===== src/rtl/fetch_unit.sv =====
// fetch_unit: single-outstanding MIPS instruction fetch with redirect handling
// and a one-entry valid/ready output buffer toward decode.
module fetch_unit #(
  parameter int AW = 32,
  parameter logic [31:0] RESET_PC = 32'h0000_0000,
  parameter logic [31:0] EXC_VEC = 32'h0000_0040
) (
  input  logic          clka,
  input  logic          rst_n,
  output logic          imem_req,
  output logic [AW-1:0] imem_addr,
  input  logic          imem_gnt,
  input  logic          imem_rvalid,
  input  logic [31:0]   imem_rdata,
  input  logic          redir_valid,
  input  logic [1:0]    redir_sel,
  input  logic [AW-1:0] redir_pc4,
  input  logic [15:0]   redir_imm,
  input  logic [25:0]   redir_index,
  input  logic [AW-1:0] redir_reg,
  output logic          misalign,
  output logic          out_valid,
  input  logic          out_ready,
  output logic [31:0]   out_instr,
  output logic [AW-1:0] out_pc,
  output logic [AW-1:0] out_pc4
);
  typedef enum logic {S_REQ, S_WAIT} state_t;
  state_t state, state_d;
  logic kill, kill_d, fire, load;
  logic [AW-1:0] pc, pc_d, in_pc, target;
  assign imem_req = rst_n && state == S_REQ && (!out_valid || out_ready);
  assign imem_addr = pc;
  always_comb
    target = redir_sel == 2'd0 ? redir_pc4 + {{(AW-18){redir_imm[15]}}, redir_imm, 2'b00}
           : redir_sel == 2'd1 ? {redir_pc4[AW-1:28], redir_index, 2'b00}
           : redir_sel == 2'd2 ? {redir_reg[AW-1:2], 2'b00}
           : {EXC_VEC[AW-1:2], 2'b00};
  // A redirect never lets a response reach the buffer; kill covers the one still in flight.
  always_comb begin
    fire = imem_req && imem_gnt;
    load = state == S_WAIT && imem_rvalid && !kill && !redir_valid;
    pc_d = redir_valid ? target : fire ? pc + AW'(4) : pc;
    state_d = state == S_REQ ? (fire ? S_WAIT : S_REQ) : (imem_rvalid ? S_REQ : S_WAIT);
    kill_d = state == S_REQ ? fire && redir_valid : !imem_rvalid && (kill || redir_valid);
  end
  always_ff @(posedge clka or negedge rst_n)
    if (!rst_n) begin
      state <= S_REQ;
      kill <= 1'b0;
      pc <= RESET_PC[AW-1:0];
      in_pc <= '0;
      misalign <= 1'b0;
      out_valid <= 1'b0;
      out_instr <= '0;
      out_pc <= '0;
      out_pc4 <= '0;
    end else begin
      state <= state_d;
      kill <= kill_d;
      pc <= pc_d;
      if (fire) in_pc <= pc;
      misalign <= redir_valid && redir_sel == 2'd2 && |redir_reg[1:0];
      out_valid <= !redir_valid && (load || (out_valid && !out_ready));
      if (load) begin
        out_instr <= imem_rdata;
        out_pc <= in_pc;
        out_pc4 <= in_pc + AW'(4);
      end
    end
endmodule


===== config.mk =====
export PLATFORM = sky130hd
export DESIGN_NAME = fetch_unit
export DESIGN_NICKNAME = d
export VERILOG_FILES = /design/src/rtl/fetch_unit.sv
export SDC_FILE = /design/constraint.sdc
export NUM_CORES = 1
export LEC_CHECK = 0
export BUFFER_PORTS_ARGS = -buffer_cell sky130_fd_sc_hd__buf_4
export CORE_MARGIN = 8
export CORE_UTILIZATION = 40
export DETAILED_ROUTE_END_ITERATION = 8
export SYNTH_ARGS = -nofsm -noshare
export SYNTH_HDL_FRONTEND = slang
export SYNTH_SLANG_ARGS = --single-unit

===== constraint.sdc =====
create_clock -name clka -period 5.4 [get_ports clka]
set_input_delay 0.81 -clock clka [delete_from_list [all_inputs] [get_ports clka]]
set_output_delay 0.81 -clock clka [all_outputs]
set_load 0.03 [all_outputs]

==> results of run 1 <==
registers in the layout, summed over array words and instances, names as in the netlist:
| name | flops |
|---|---|
| misalign | 1 |
| out_instr | 32 |
| in_pc | 32 |
| kill | 1 |
| out_pc4 | 32 |
| imem_addr | 32 |
| state | 1 |
| out_valid | 1 |
| out_pc | 30 |
per-stage QoR:
stage	hold WS, ns	util [%]	setup slack (ns)	cell area, um^2
CTS	0.292	53.4	2.12	12000
floorplan	0.441	-	2.18	9110
global placement	0.459	50.8	1.75	11400
detailed placement	0.472	50.8	1.68	11400
finish	0.284	53.4	2.14	12000
global route	0.307	53.4	1.90	12000
final cells by class:
type                       count  share of cell area, %
timing repair buffer         282                   17.7
inverter                      16                  0.499
clock inverter                13                   1.25
tap                          285                   2.97
sequential                   162                   33.7
clock buffer                  19                   3.68
multi-input combinational    741                   40.2
synth_stat cells (all sizes together), types with 7 or more instances:
master / n / area (um^2)
a21o: 14 / 105
a21oi: 66 / 330
a31oi: 7 / 43.8
and3: 17 / 106
buf: 7 / 33.8
clkbuf: 39 / 146
dfrtp: 162 / 4050
ha: 31 / 388
inv: 16 / 60.1
mux2: 66 / 743
mux2i: 14 / 140
nand2: 157 / 592
nand3: 35 / 175
nand4: 12 / 75.1
nor2: 83 / 312
nor2b: 8 / 50.1
nor3: 13 / 65.1
o21ai: 49 / 245
xnor2: 42 / 368
xor2: 30 / 263
where the power goes:
group	total (W)	internal [W]	switching, W
clock network	0.00121	0.000701	0.000513
logic	0.00210	0.000860	0.00124
registers	0.00191	0.00159	0.000314
routing by layer:
metal / track usage (%) / up-vias
li1: - / 3912
met1: 25.9 / 3718
met2: 31.7 / 252
met3: 5.25 / 24
met4: 4.66 / 0
met5: 0 / -
cells in the final DEF (no fill, tap or decap), types with 5 or more instances in the layout:
master                      synthesis  routed
sky130_fd_sc_hd__a21oi_1           66      66
sky130_fd_sc_hd__nand4_1           12      12
sky130_fd_sc_hd__nand2_1          156     156
sky130_fd_sc_hd__mux2i_1           14      14
sky130_fd_sc_hd__a21o_1            14      14
sky130_fd_sc_hd__xor2_1            30      30
sky130_fd_sc_hd__and3_1            17      17
sky130_fd_sc_hd__ha_1              31      31
sky130_fd_sc_hd__inv_1             16      16
sky130_fd_sc_hd__nor3_1            13      13
sky130_fd_sc_hd__a221o_1            6       6
sky130_fd_sc_hd__nand3_1           35      35
sky130_fd_sc_hd__dfrtp_1          162     162
sky130_fd_sc_hd__o21bai_1           6       6
sky130_fd_sc_hd__nor3b_1            5       5
sky130_fd_sc_hd__mux2_2            66      66
sky130_fd_sc_hd__buf_4              2     280
sky130_fd_sc_hd__xnor2_1           42      42
sky130_fd_sc_hd__a221oi_1           5       5
sky130_fd_sc_hd__nor2_1            83      83
sky130_fd_sc_hd__nor2b_1            8       7
sky130_fd_sc_hd__o21ai_0           46      46
sky130_fd_sc_hd__a31oi_1            7       7
sky130_fd_sc_hd__clkbuf_16          0      17
worst reg2reg max path: cells and delay by family (launching register included):
kind | cells | cell delay (ns)
and+or+nand+nor | 6 | 1.79
DFF | 1 | 0.48
AOI/OAI and AO/OA | 2 | 0.19
worst max-delay path by stage:
stage	start	end	slack [ns]	cells past startpoint
2_1_floorplan	redir_pc4[2]	imem_addr[20]$_DFFE_PN0N_	2.18	10
3_3_place_gp	redir_pc4[2]	imem_addr[28]$_DFFE_PN0N_	1.75	11
3_5_place_dp	redir_pc4[2]	imem_addr[28]$_DFFE_PN0N_	1.68	11
4_1_cts	redir_pc4[2]	imem_addr[28]$_DFFE_PN0N_	2.12	11
5_1_grt	redir_pc4[2]	imem_addr[28]$_DFFE_PN0N_	1.90	11
6_report	redir_pc4[2]	imem_addr[28]$_DFFE_PN0N_	2.14	11
kinds of logic after synthesis:
logic type      Yosys count  synth area share, %
fa+ha+maj                32                 4.48
simple gates            355                 17.5
buf+inv                  62                 2.64
xor+xnor                 72                 6.92
mux                      80                 9.69
compound gates          202                 14.3
flops                   162                 44.5
==> impl_summary.txt, run 1 <==
----------------------------------------------------
[Clock tree]
  Post-cts gate resize count ... 0
  Clock latency on the worst-skew pair ... 0.42 ns
  Clock root buffer ... sky130_fd_sc_hd__clkbuf_16
  Clock net sink count ... 162
  Cts-stage hold buffer count ... 0
  CTS tree ... done
  Clock input transition at the sequential cells of the worst setup and hold paths ... 0.07 ns
  Count of buffers added by post-CTS timing repair for setup ... 0
  Number of buffers created by CTS ... 17
  Max Buffers Root-to-Sink ... 2
  Number of levels in the clock H-tree ... 4

[Routing]
  DRT antenna net count ... 0
  Routed met3 length ... 1.91 mm
  Post-detailed-route DRC marker count ... 0
  Vias per cell ... 5.21
  Met1 WL ... 13.0 mm
  Starting DRC count in detailed routing ... 395
  First-pass iteration count of the detailed router ... 4
  Routed wire length on met2 ... 12.9 mm
  WL per Instance ... 18.5 um
  Count of vias placed by the detailed router ... 7906
  Final routed wirelength across all metal layers ... 28.1 mm
  Top Layer Used ... met4

[STA]
  Measured slew at the worst slew-check pin ... 0.946 ns
  Share of the cycle needed by the critical path after routing ... 60.4%
  Number of max-slew violations in the final report ... 0
  Final setup violation count ... 0
  Tightest slew margin relative to the limit ... 36.8%
  Summed negative setup slack over all endpoints ... 0 ns
  Final number of hold-violating endpoints ... 0
  Post-layout minimum cycle time ... 3.26 ns
  Clk_skew ... 0.00931 ns
  RSZ-0062 raised after global routing ... false
  Fmax achieved ... 0.306 GHz

[Critical path]
  Class of the most critical setup path ... in -> reg
  Number of buffer and inverter instances along the worst setup path ... 1
  Cell class contributing the biggest share of worst-path delay ... compound AO/OA/AOI/OAI gates
  Slowest library cell on the worst path ... sky130_fd_sc_hd__a221oi_1
  Register-to-register path setup slack ... 2.85 ns
  Biggest fanout along the worst timing path ... 3
  Worst flop-to-flop path endpoint ... imem_addr[31]$_DFFE_PN0N_
  Worst flop-to-flop path startpoint ... imem_addr[9]$_DFFE_PN0N_
  Data required time at the worst endpoint ... 5.73 ns
  Depth of the worst register-to-register path ... 8
  Crit path cell chain ... buf_4 > ha_1 > fa_1 > a21o_1 > a221oi_1 > nor4_1 > o21ai_0 > nand3_1 > a31oi_1 > mux2_2 > o211ai_1
  Longest individual stage delay on the worst path ... 0.44 ns
  Type of element capturing the critical path ... register
  Critical path arrival ... 3.60 ns
  Category of the worst setup path launch point ... input pin

[Synthesis]
  Flops & latches, synth ... 162
  Sequential cell area fraction in the yosys report ... 44.5%
  Number of warnings reported in the yosys synthesis log ... 0
  Cell variety after synth ... 64
  Synth Instances ... 965
  Post-synthesis net count ... 1143
  Mean Syn Cell Area ... 9.44 um^2
  Number of enable flip-flop cells after synthesis ... 0
  Top FF cell, synth ... sky130_fd_sc_hd__dfrtp_1
  Mapped cell area ... 0.00911 mm^2
  Async S/R FF share, synth ... 100%

[Die]
  Die Area ... 0.0279 mm^2
  Floorplan core area ... 0.0225 mm^2
  Starting density of the core ... 40.5%
  Cell Rows ... 55
  Die outline width ... 167 um
  Ports placed on the boundary ... 277
  Die Y-Extent ... 167 um

[GRT]
  Gr usage total ... 19.7%
  Vias in the first global route ... 8038
  Antenna violations before repair ... 0
  First-pass GRT wire length ... 44.4 mm
  Remaining global-route overflow ... 0
  Largest net degree at the start of global routing ... 123

[Final layout]
  Footprint of the multi-input gates ... 0.00483 mm^2
  Number of antenna repair diodes ... 0
  Final non-filler cell total ... 1518
  Number of nets in the final layout ... 1398
  Layout cell share with drive strength beyond 1 ... 31.7%
  Fillers ... 2169
  Register area ... 0.00405 mm^2
  Synthesis-to-layout area growth ... 31.9%

[Place]
  Cell count after placement ... 1486
  Input/output buffers ... 276
  Post-DP HPWL ... 21.6 mm
  Weighted congestion reported at the end of routability-driven placement ... 0.902

[Min path]
  Type of the tightest min-delay check ... in -> async

[Power and ir drop]
  Worst IR drop on VDD ... 222 uV
  Total power ... 0.00522 W
  Power density normalized to cell area ... 434 mW/mm^2
  Leakage power ... 5.62 nW

[Run]
  Max-capacitance violation count ... 0

[Run status]
  Result of the run ... completed

----------------------------------------------------
Note: power is estimated with default switching activity, not from simulation.
==> run 2, diff against run 1 <==
--- a/config.mk
+++ b/config.mk
@@ -5,6 +5,7 @@
 export SDC_FILE = /design/constraint.sdc
 export NUM_CORES = 1
 export LEC_CHECK = 0
+export ABC_AREA = 1
 export BUFFER_PORTS_ARGS = -buffer_cell sky130_fd_sc_hd__buf_4
 export CORE_MARGIN = 8
 export CORE_UTILIZATION = 40
==> constraint.sdc (replaced) <==
create_clock -name clka -period 3.3 [get_ports clka]
set_input_delay 0.495 -clock clka [delete_from_list [all_inputs] [get_ports clka]]
set_output_delay 0.495 -clock clka [all_outputs]
set_load 0.03 [all_outputs]
==> impl_summary.txt, run 2 <==
----------------------------------------------------
[Run status]
  Result of the run ... completed (unchanged)

[Clock tree]
  Post-cts gate resize count ... 0 (unchanged)
  Max Buffers Root-to-Sink ... 2 (unchanged)
  Clock net sink count ... 162 (unchanged)
  Number of levels in the clock H-tree ... 4 (unchanged)
  Clock root buffer ... sky130_fd_sc_hd__clkbuf_16 (unchanged)
  Clock input transition at the sequential cells of the worst setup and hold paths ... 0.07 ns (about the same)
  Count of buffers added by post-CTS timing repair for setup ... 0 (unchanged)
  CTS tree ... done (unchanged)
  Clock latency on the worst-skew pair ... 0.43 ns (was 0.42 ns)
  Number of buffers created by CTS ... 17 (unchanged)
  Cts-stage hold buffer count ... 0 (unchanged)

[Routing]
  First-pass iteration count of the detailed router ... 5 (was 4)
  Count of vias placed by the detailed router ... 9846 (was 7906)
  Final routed wirelength across all metal layers ... 33.2 mm (was 28.1 mm)
  WL per Instance ... 16.9 um (was 18.5 um)
  Starting DRC count in detailed routing ... 805 (was 395)
  Routed met3 length ... 2.04 mm (was 1.91 mm)
  Routed wire length on met2 ... 15.4 mm (was 12.9 mm)
  Post-detailed-route DRC marker count ... 0 (unchanged)
  Vias per cell ... 5.02 (was 5.21)
  DRT antenna net count ... 0 (unchanged)
  Top Layer Used ... met4 (unchanged)
  Met1 WL ... 15.3 mm (was 13.0 mm)

[STA]
  Worst Slack Setup Final ... 1.11 ns (was 2.14 ns)
  RSZ-0062 raised after global routing ... false (unchanged)
  Tightest slew margin relative to the limit ... 37.7% (was 36.8%)
  Final number of hold-violating endpoints ... 0 (unchanged)
  Share of the cycle needed by the critical path after routing ... 66.4%
  Final setup violation count ... 0 (unchanged)
  Post-layout minimum cycle time ... 2.19 ns
  Fmax achieved ... 0.456 GHz
  Clk_skew ... 0.0108 ns (was 0.00931 ns)
  Measured slew at the worst slew-check pin ... 0.935 ns (was 0.946 ns)
  Number of max-slew violations in the final report ... 0 (unchanged)
  Summed negative setup slack over all endpoints ... 0 ns (unchanged)

[Final layout]
  Layout cell share with drive strength beyond 1 ... 22.0% (was 31.7%)
  Number of antenna repair diodes ... 0 (unchanged)
  Fillers ... 2489 (was 2169)
  Most frequent cells in the layout ... 473 x sky130_fd_sc_hd__nand2_1, 288 x sky130_fd_sc_hd__buf_4, 162 x sky130_fd_sc_hd__dfrtp_1, 140 x sky130_fd_sc_hd__inv_1, 95 x sky130_fd_sc_hd__nor2_1 (was 280 x sky130_fd_sc_hd__buf_4, 162 x sky130_fd_sc_hd__dfrtp_1, 156 x sky130_fd_sc_hd__nand2_1, 83 x sky130_fd_sc_hd__nor2_1)
  Number of nets in the final layout ... 1803 (was 1398)
  Synthesis-to-layout area growth ... 30.4% (was 31.9%)
  Final non-filler cell total ... 1961 (was 1518)
  Most common cell after layout, fill and taps aside ... sky130_fd_sc_hd__nand2_1 (was sky130_fd_sc_hd__buf_4)

[Synthesis]
  Number of enable flip-flop cells after synthesis ... 0 (unchanged)
  Number of warnings reported in the yosys synthesis log ... 0 (unchanged)
  Synth area leaders ... sky130_fd_sc_hd__dfrtp_1 41%, sky130_fd_sc_hd__nand2_1 18%, sky130_fd_sc_hd__inv_1 5.3% (was sky130_fd_sc_hd__dfrtp_1 44%, sky130_fd_sc_hd__mux2_2 8.2%, sky130_fd_sc_hd__nand2_1 6.4%)
  Async S/R FF share, synth ... 100% (unchanged)
  Dominant cell by count in the synthesized netlist ... sky130_fd_sc_hd__nand2_1 (was sky130_fd_sc_hd__dfrtp_1)
  Top cell type by total area after synthesis ... sky130_fd_sc_hd__dfrtp_1 (unchanged)
  Top FF cell, synth ... sky130_fd_sc_hd__dfrtp_1 (unchanged)
  Flops & latches, synth ... 162 (unchanged)
  Mapped cell area ... 0.00985 mm^2 (was 0.00911 mm^2)
  Synth cell count leaders ... 474 x sky130_fd_sc_hd__nand2_1, 162 x sky130_fd_sc_hd__dfrtp_1, 140 x sky130_fd_sc_hd__inv_1, 97 x sky130_fd_sc_hd__nor2_1, 89 x sky130_fd_sc_hd__o21ai_0 (was 162 x sky130_fd_sc_hd__dfrtp_1, 156 x sky130_fd_sc_hd__nand2_1, 83 x sky130_fd_sc_hd__nor2_1, 66 x sky130_fd_sc_hd__a21oi_1, 66 x sky130_fd_sc_hd__mux2_2)
  Sequential cell area fraction in the yosys report ... 41.2% (was 44.5%)
  Cell variety after synth ... 54 (was 64)
  Synth Instances ... 1365 (was 965)
  Top-area cell type share of the netlist area ... 41.2% (was 44.5%)
  Post-synthesis net count ... 1543 (was 1143)
  Mean Syn Cell Area ... 7.22 um^2 (was 9.44 um^2)

[Critical path]
  Register-to-register path setup slack ... 1.11 ns (was 2.85 ns)
  Type of element capturing the critical path ... register (unchanged)
  Biggest fanout along the worst timing path ... 17 (was 3)
  Number of buffer and inverter instances along the worst setup path ... 2 (was 1)
  Crit path cell chain ... inv_1 > nand2_1 > nor2_1 > nand2_2 > nor2_2 > inv_1 > o31ai_1 > a21oi_1 (was buf_4 > ha_1 > fa_1 > a21o_1 > a221oi_1 > nor4_1 > o21ai_0 > nand3_1 > a31oi_1 > mux2_2 > o211ai_1)
  Slowest library cell on the worst path ... sky130_fd_sc_hd__o31ai_1 (was sky130_fd_sc_hd__a221oi_1)
  Longest individual stage delay on the worst path ... 0.37 ns (was 0.44 ns)
  Cell mode on critical path ... sky130_fd_sc_hd__inv_1
  Cell class contributing the biggest share of worst-path delay ... simple AND/OR/NAND/NOR gates (was compound AO/OA/AOI/OAI gates)
  Critical path arrival ... 2.48 ns (was 3.60 ns)
  Class of the most critical setup path ... reg -> reg (was in -> reg)
  Category of the worst setup path launch point ... register (was input pin)
  Data required time at the worst endpoint ... 3.59 ns (was 5.73 ns)

[GRT]
  Antenna violations before repair ... 0 (unchanged)
  First-pass GRT wire length ... 54.0 mm (was 44.4 mm)
  Remaining global-route overflow ... 0 (unchanged)
  Gr usage total ... 22.2% (was 19.7%)
  Vias in the first global route ... 9867 (was 8038)
  Largest net degree at the start of global routing ... 76 (was 123)

[Die]
  Ports placed on the boundary ... 277 (unchanged)
  Cell Rows ... 57 (was 55)
  Die outline width ... 173 um (was 167 um)
  Floorplan core area ... 0.0242 mm^2 (was 0.0225 mm^2)
  Die Y-Extent ... 173 um (was 167 um)
  Die Area ... 0.0299 mm^2 (was 0.0279 mm^2)
  Starting density of the core ... 40.6% (was 40.5%)

[Run]
  Max-capacitance violation count ... 0 (unchanged)

[Power and ir drop]
  Power density normalized to cell area ... 644 mW/mm^2 (was 434 mW/mm^2)
  Combinational power share ... 39.4% (was 40.3%)
  Internal power summed over all cells ... 0.00486 W (was 0.00315 W)
  Seq pwr share ... 36.7% (was 36.5%)
  Leakage power ... 6.59 nW (was 5.62 nW)
  Worst IR drop on VDD ... 382 uV (was 222 uV)
  Switching part of the total power ... 41.2% (was 39.6%)
  Net Sw Power ... 0.00341 W (was 0.00207 W)
  Clock share of power ... 23.8% (was 23.2%)

[Place]
  Input/output buffers ... 276 (unchanged)
  Setup slack after placement ... 0.717 ns (was 1.68 ns)
  Weighted congestion reported at the end of routability-driven placement ... 0.955 (was 0.902)
  Cell count after placement ... 1930 (was 1486)
  Post-DP HPWL ... 26.1 mm (was 21.6 mm)

[Min path]
  Type of the tightest min-delay check ... in -> async (unchanged)

----------------------------------------------------
run 2: cell type report:
cell class	instances	area [um^2]	area share, %
clock buffer	17	425	3.31
sequential	162	4050	31.6
tap	324	405	3.16
multi-input combinational	1010	5060	39.4
timing repair buffer	290	2190	17.1
inverter	144	542	4.22
clock inverter	14	158	1.23
run 2: kinds of logic (layout without fill, tap and decap cells):
| group | count (synthesis) | count (layout) | synth area share [%] |
|---|---|---|---|
| xor+xnor | 12 | 12 | 1.07 |
| flops | 162 | 162 | 41.2 |
| compound gates | 221 | 221 | 13.4 |
| fa+ha+maj | 32 | 32 | 4.14 |
| simple gates | 745 | 745 | 32.6 |
| buf+inv | 193 | 465 | 7.60 |
run 2: metrics by stage:
stage,instance area (um^2),utilization (%),hold WS [ns],power [W]
finish,12800,53.0,0.136,0.00827
global route,12800,53.0,0.166,0.00876
detailed placement,12300,50.6,0.459,0.00636
global placement,12300,50.6,0.455,0.00633
floorplan,9850,-,0.199,0.00493
CTS,12800,53.0,0.154,0.00834
run 2: per-layer routing:
layer	vias to the layer above	GRT usage [%]
met5	-	0
met4	0	5.61
met3	24	5.21
met2	296	35.7
met1	4525	29.6
li1	5001	-
run 2: worst register-to-register path, delay by kind of cell (launching register included):
kind / cells / cell delay [ns]
buffers and inverters: 2 / 0.35
AND/OR/NAND/NOR: 4 / 0.86
AO/OA/AOI/OAI: 2 / 0.48
flip-flops: 1 / 0.35
run 2: path summary, 6_finish.rpt:
kind                                     startpoint                         to  depth (start not counted)
max                                 state$_DFF_PN0_  imem_addr[13]$_DFFE_PN0N_                          8
min                                           rst_n     out_pc4[6]$_DFFE_PN0P_                          2
max reg2reg                         state$_DFF_PN0_  imem_addr[13]$_DFFE_PN0N_                          8
min reg2reg                out_instr[8]$_DFFE_PN0P_   out_instr[8]$_DFFE_PN0P_                          2
max in group asynchronous                     rst_n        out_valid$_DFF_PN0_                          3
min in group clka                     imem_rdata[7]   out_instr[7]$_DFFE_PN0P_                          3
run 2: power by group through the flow:
stage	logic (W)	clock network, W	registers, W
6_report	0.00326	0.00197	0.00304
5_1_grt	0.00355	0.00208	0.00313
4_1_cts	0.00330	0.00201	0.00304
3_5_place_dp	0.00329	0	0.00307
3_3_place_gp	0.00326	0	0.00306
2_1_floorplan	0.00102	0	0.00391
==> run 3, diff against run 2 <==
==> constraint.sdc (replaced) <==
create_clock -name clka -period 2.1 [get_ports clka]
set_input_delay 0.315 -clock clka [delete_from_list [all_inputs] [get_ports clka]]
set_output_delay 0.315 -clock clka [all_outputs]
set_load 0.03 [all_outputs]
==> impl_summary.txt, run 3 (same netlist as run 2, synthesis figures left out) <==
----------------------------------------------------
[Final layout]
  Number of antenna repair diodes ... 0 (unchanged)
  Most common cell after layout, fill and taps aside ... sky130_fd_sc_hd__nand2_1 (unchanged)
  Post-route cell area ... 0.0134 mm^2 (was 0.0128 mm^2)
  Synthesis-to-layout area growth ... 36.1% (was 30.4%)
  Layout cell share with drive strength beyond 1 ... 24.8% (was 22.0%)
  Most frequent cells in the layout ... 473 x sky130_fd_sc_hd__nand2_1, 349 x sky130_fd_sc_hd__buf_4, 162 x sky130_fd_sc_hd__dfrtp_1, 140 x sky130_fd_sc_hd__inv_1, 95 x sky130_fd_sc_hd__nor2_1 (was 473 x sky130_fd_sc_hd__nand2_1, 288 x sky130_fd_sc_hd__buf_4, 162 x sky130_fd_sc_hd__dfrtp_1, 140 x sky130_fd_sc_hd__inv_1, 95 x sky130_fd_sc_hd__nor2_1)
  Number of nets in the final layout ... 1866 (was 1803)
  Fillers ... 2388 (was 2489)
  Post-route core utilization ... 55.3% (was 53.0%)

[Die]
  Die outline width ... 173 um (unchanged)
  Floorplan core area ... 0.0242 mm^2 (unchanged)
  Ports placed on the boundary ... 277 (unchanged)
  Starting density of the core ... 40.6% (unchanged)
  Cell Rows ... 57 (unchanged)
  Die Y-Extent ... 173 um (unchanged)
  Die Area ... 0.0299 mm^2 (unchanged)

[Routing]
  DRT antenna net count ... 0 (unchanged)
  Starting DRC count in detailed routing ... 817 (was 805)
  Vias per cell ... 4.93 (was 5.02)
  First-pass iteration count of the detailed router ... 5 (unchanged)
  Count of vias placed by the detailed router ... 9972 (was 9846)
  Final routed wirelength across all metal layers ... 32.3 mm (was 33.2 mm)
  Post-detailed-route DRC marker count ... 0 (unchanged)
  WL per Instance ... 15.9 um (was 16.9 um)

[Power and ir drop]
  Seq pwr share ... 35.5% (was 36.7%)
  Clock share of power ... 25.1% (was 23.8%)
  Worst IR drop on VDD ... 638 uV (was 382 uV)
  Internal power summed over all cells ... 0.00811 W (was 0.00486 W)
  Net Sw Power ... 0.00530 W (was 0.00341 W)
  Leakage power ... 6.93 nW (was 6.59 nW)
  Combinational power share ... 39.4% (about the same)
  Switching part of the total power ... 39.5% (was 41.2%)
  Power density normalized to cell area ... 1000 mW/mm^2 (was 644 mW/mm^2)
  Total power ... 0.0134 W (was 0.00827 W)

[STA]
  Final setup violation count ... 0 (unchanged)
  Clk_skew ... 0.00829 ns (was 0.0108 ns)
  Share of the cycle needed by the critical path after routing ... 92.8% (was 66.4%)
  Number of max-slew violations in the final report ... 0 (unchanged)
  Summed negative setup slack over all endpoints ... 0 ns (unchanged)
  Final number of hold-violating endpoints ... 3 (was 0)
  Tightest slew margin relative to the limit ... 53.5% (was 37.7%)
  Post-layout minimum cycle time ... 1.95 ns (was 2.19 ns)
  Post-route worst hold slack ... -0.00199 ns (was 0.136 ns)
  Measured slew at the worst slew-check pin ... 0.698 ns (was 0.935 ns)
  Fmax achieved ... 0.513 GHz (was 0.456 GHz)

[Clock tree]
  Clock input transition at the sequential cells of the worst setup and hold paths ... 0.07 ns (about the same)
  Number of buffers created by CTS ... 17 (unchanged)
  Clock net sink count ... 162 (unchanged)
  Cts-stage hold buffer count ... 0 (unchanged)
  CTS tree ... done (unchanged)
  Clock root buffer ... sky130_fd_sc_hd__clkbuf_16 (unchanged)
  Number of levels in the clock H-tree ... 4 (unchanged)
  Max Buffers Root-to-Sink ... 2 (unchanged)
  Clock latency on the worst-skew pair ... 0.42 ns (was 0.43 ns)

[Place]
  Post-placement cell area ... 0.0127 mm^2 (was 0.0123 mm^2)
  Post-DP HPWL ... 25.4 mm (was 26.1 mm)
  Input/output buffers ... 276 (unchanged)
  Weighted congestion reported at the end of routability-driven placement ... 0.900 (was 0.955)

[Critical path]
  Type of element capturing the critical path ... register (unchanged)
  Class of the most critical setup path ... reg -> reg (unchanged)
  Crit path cell chain ... ha_2 > nand2_2 > nor3_4 > nand3_4 > nor2_4 > nand2_2 > nor2_4 > nand3_1 > nand2_1 > nand2_1 > nor2_1 > a21oi_1 (was inv_1 > nand2_1 > nor2_1 > nand2_2 > nor2_2 > inv_1 > o31ai_1 > a21oi_1)
  Critical path arrival ... 2.25 ns (was 2.48 ns)
  Longest individual stage delay on the worst path ... 0.40 ns (was 0.37 ns)
  Category of the worst setup path launch point ... register (unchanged)
  Data required time at the worst endpoint ... 2.40 ns (was 3.59 ns)
  Biggest fanout along the worst timing path ... 5 (was 17)
  Slowest library cell on the worst path ... sky130_fd_sc_hd__dfrtp_1 (was sky130_fd_sc_hd__o31ai_1)
  Register-to-register path setup slack ... 0.15 ns (was 1.11 ns)

[GRT]
  Gr usage total ... 21.3% (was 22.2%)
  Remaining global-route overflow ... 0 (unchanged)
  Vias in the first global route ... 9800 (was 9867)
  First-pass GRT wire length ... 52.2 mm (was 54.0 mm)
  Antenna violations before repair ... 0 (unchanged)
  Largest net degree at the start of global routing ... 122 (was 76)

[Run status]
  Result of the run ... finished with violations (was completed)
  Violated checks ... hold timing

[Run]
  Max-capacitance violation count ... 0 (unchanged)

[Min path]
  Type of the tightest min-delay check ... in -> async (unchanged)

----------------------------------------------------
run 3: cell count changes in the layout (fill, tap and decap cells not counted), moves of 2 or more:
cell / before / now
sky130_fd_sc_hd__clkbuf_1: 0 / 2
sky130_fd_sc_hd__bufinv_16: 2 / 5
sky130_fd_sc_hd__buf_4: 288 / 349
sky130_fd_sc_hd__buf_12: 1 / 3
run 3: layer usage:
metal	vias to the layer above	routed length, um	track usage (%)
met5	-	0	0
met4	0	532	5.57
met3	34	1940	5.25
met2	282	14600	34.2
met1	4538	15200	28.5
li1	5118	-	-
run 3: final timing paths:
check	from	end	depth (start not counted)
max	imem_addr[2]$_DFFE_PN0N_	imem_addr[30]$_DFFE_PN0N_	12
min	rst_n	out_pc[4]$_DFFE_PN0P_	2
max reg2reg	imem_addr[2]$_DFFE_PN0N_	imem_addr[30]$_DFFE_PN0N_	12
min reg2reg	out_instr[16]$_DFFE_PN0P_	out_instr[16]$_DFFE_PN0P_	2
max in group asynchronous	rst_n	out_pc[12]$_DFFE_PN0P_	3
min in group clka	imem_rdata[6]	out_instr[6]$_DFFE_PN0P_	3
run 3: final cells by class:
| class | instances | area, um^2 | area share (%) |
|---|---|---|---|
| clock buffers | 19 | 433 | 3.23 |
| inverters | 144 | 542 | 4.04 |
| flip-flops and latches | 162 | 4050 | 30.2 |
| multi-input cells | 1010 | 5070 | 37.8 |
| repair buffers | 353 | 2690 | 20.1 |
| well taps | 324 | 405 | 3.02 |
| clock inverters | 12 | 206 | 1.54 |
run 3: metrics by stage:
step / hold slack (ns) / setup slack (ns) / std cells
after detailed placement: 0.460 / -0.133 / 1990
after CTS: 0.00294 / 0.115 / 2021
after global routing: 0.0275 / -0.0124 / 2024
after global placement: 0.453 / -0.0843 / 1990
final: -0.00199 / 0.151 / 2024
after floorplan: 0.0194 / 0.0861 / 1365
run 3: timing repair:
action | 4_1_cts | 5_1_grt
setup endpoints to repair | 0 | 5
gates resized for setup | 0 | 2
buffers inserted | 0 | 3
run 3: power groups by stage:
| stage | clock network (W) | logic [W] | registers, W |
|---|---|---|---|
| final | 0.00337 | 0.00528 | 0.00476 |
| after global routing | 0.00358 | 0.00575 | 0.00489 |
| after CTS | 0.00345 | 0.00534 | 0.00475 |
| after detailed placement | 0 | 0.00533 | 0.00480 |
| after global placement | 0 | 0.00528 | 0.00477 |
| after floorplan | 0 | 0.00161 | 0.00614 |
run 3: worst max-delay path, delay by kind of cell, from the launching register on:
family	cells	cell delay, ns
AND/OR/NAND/NOR	10	1.18
flip-flops	1	0.40
adder cells (fa/ha/maj)	1	0.21
AO/OA/AOI/OAI	1	0.05
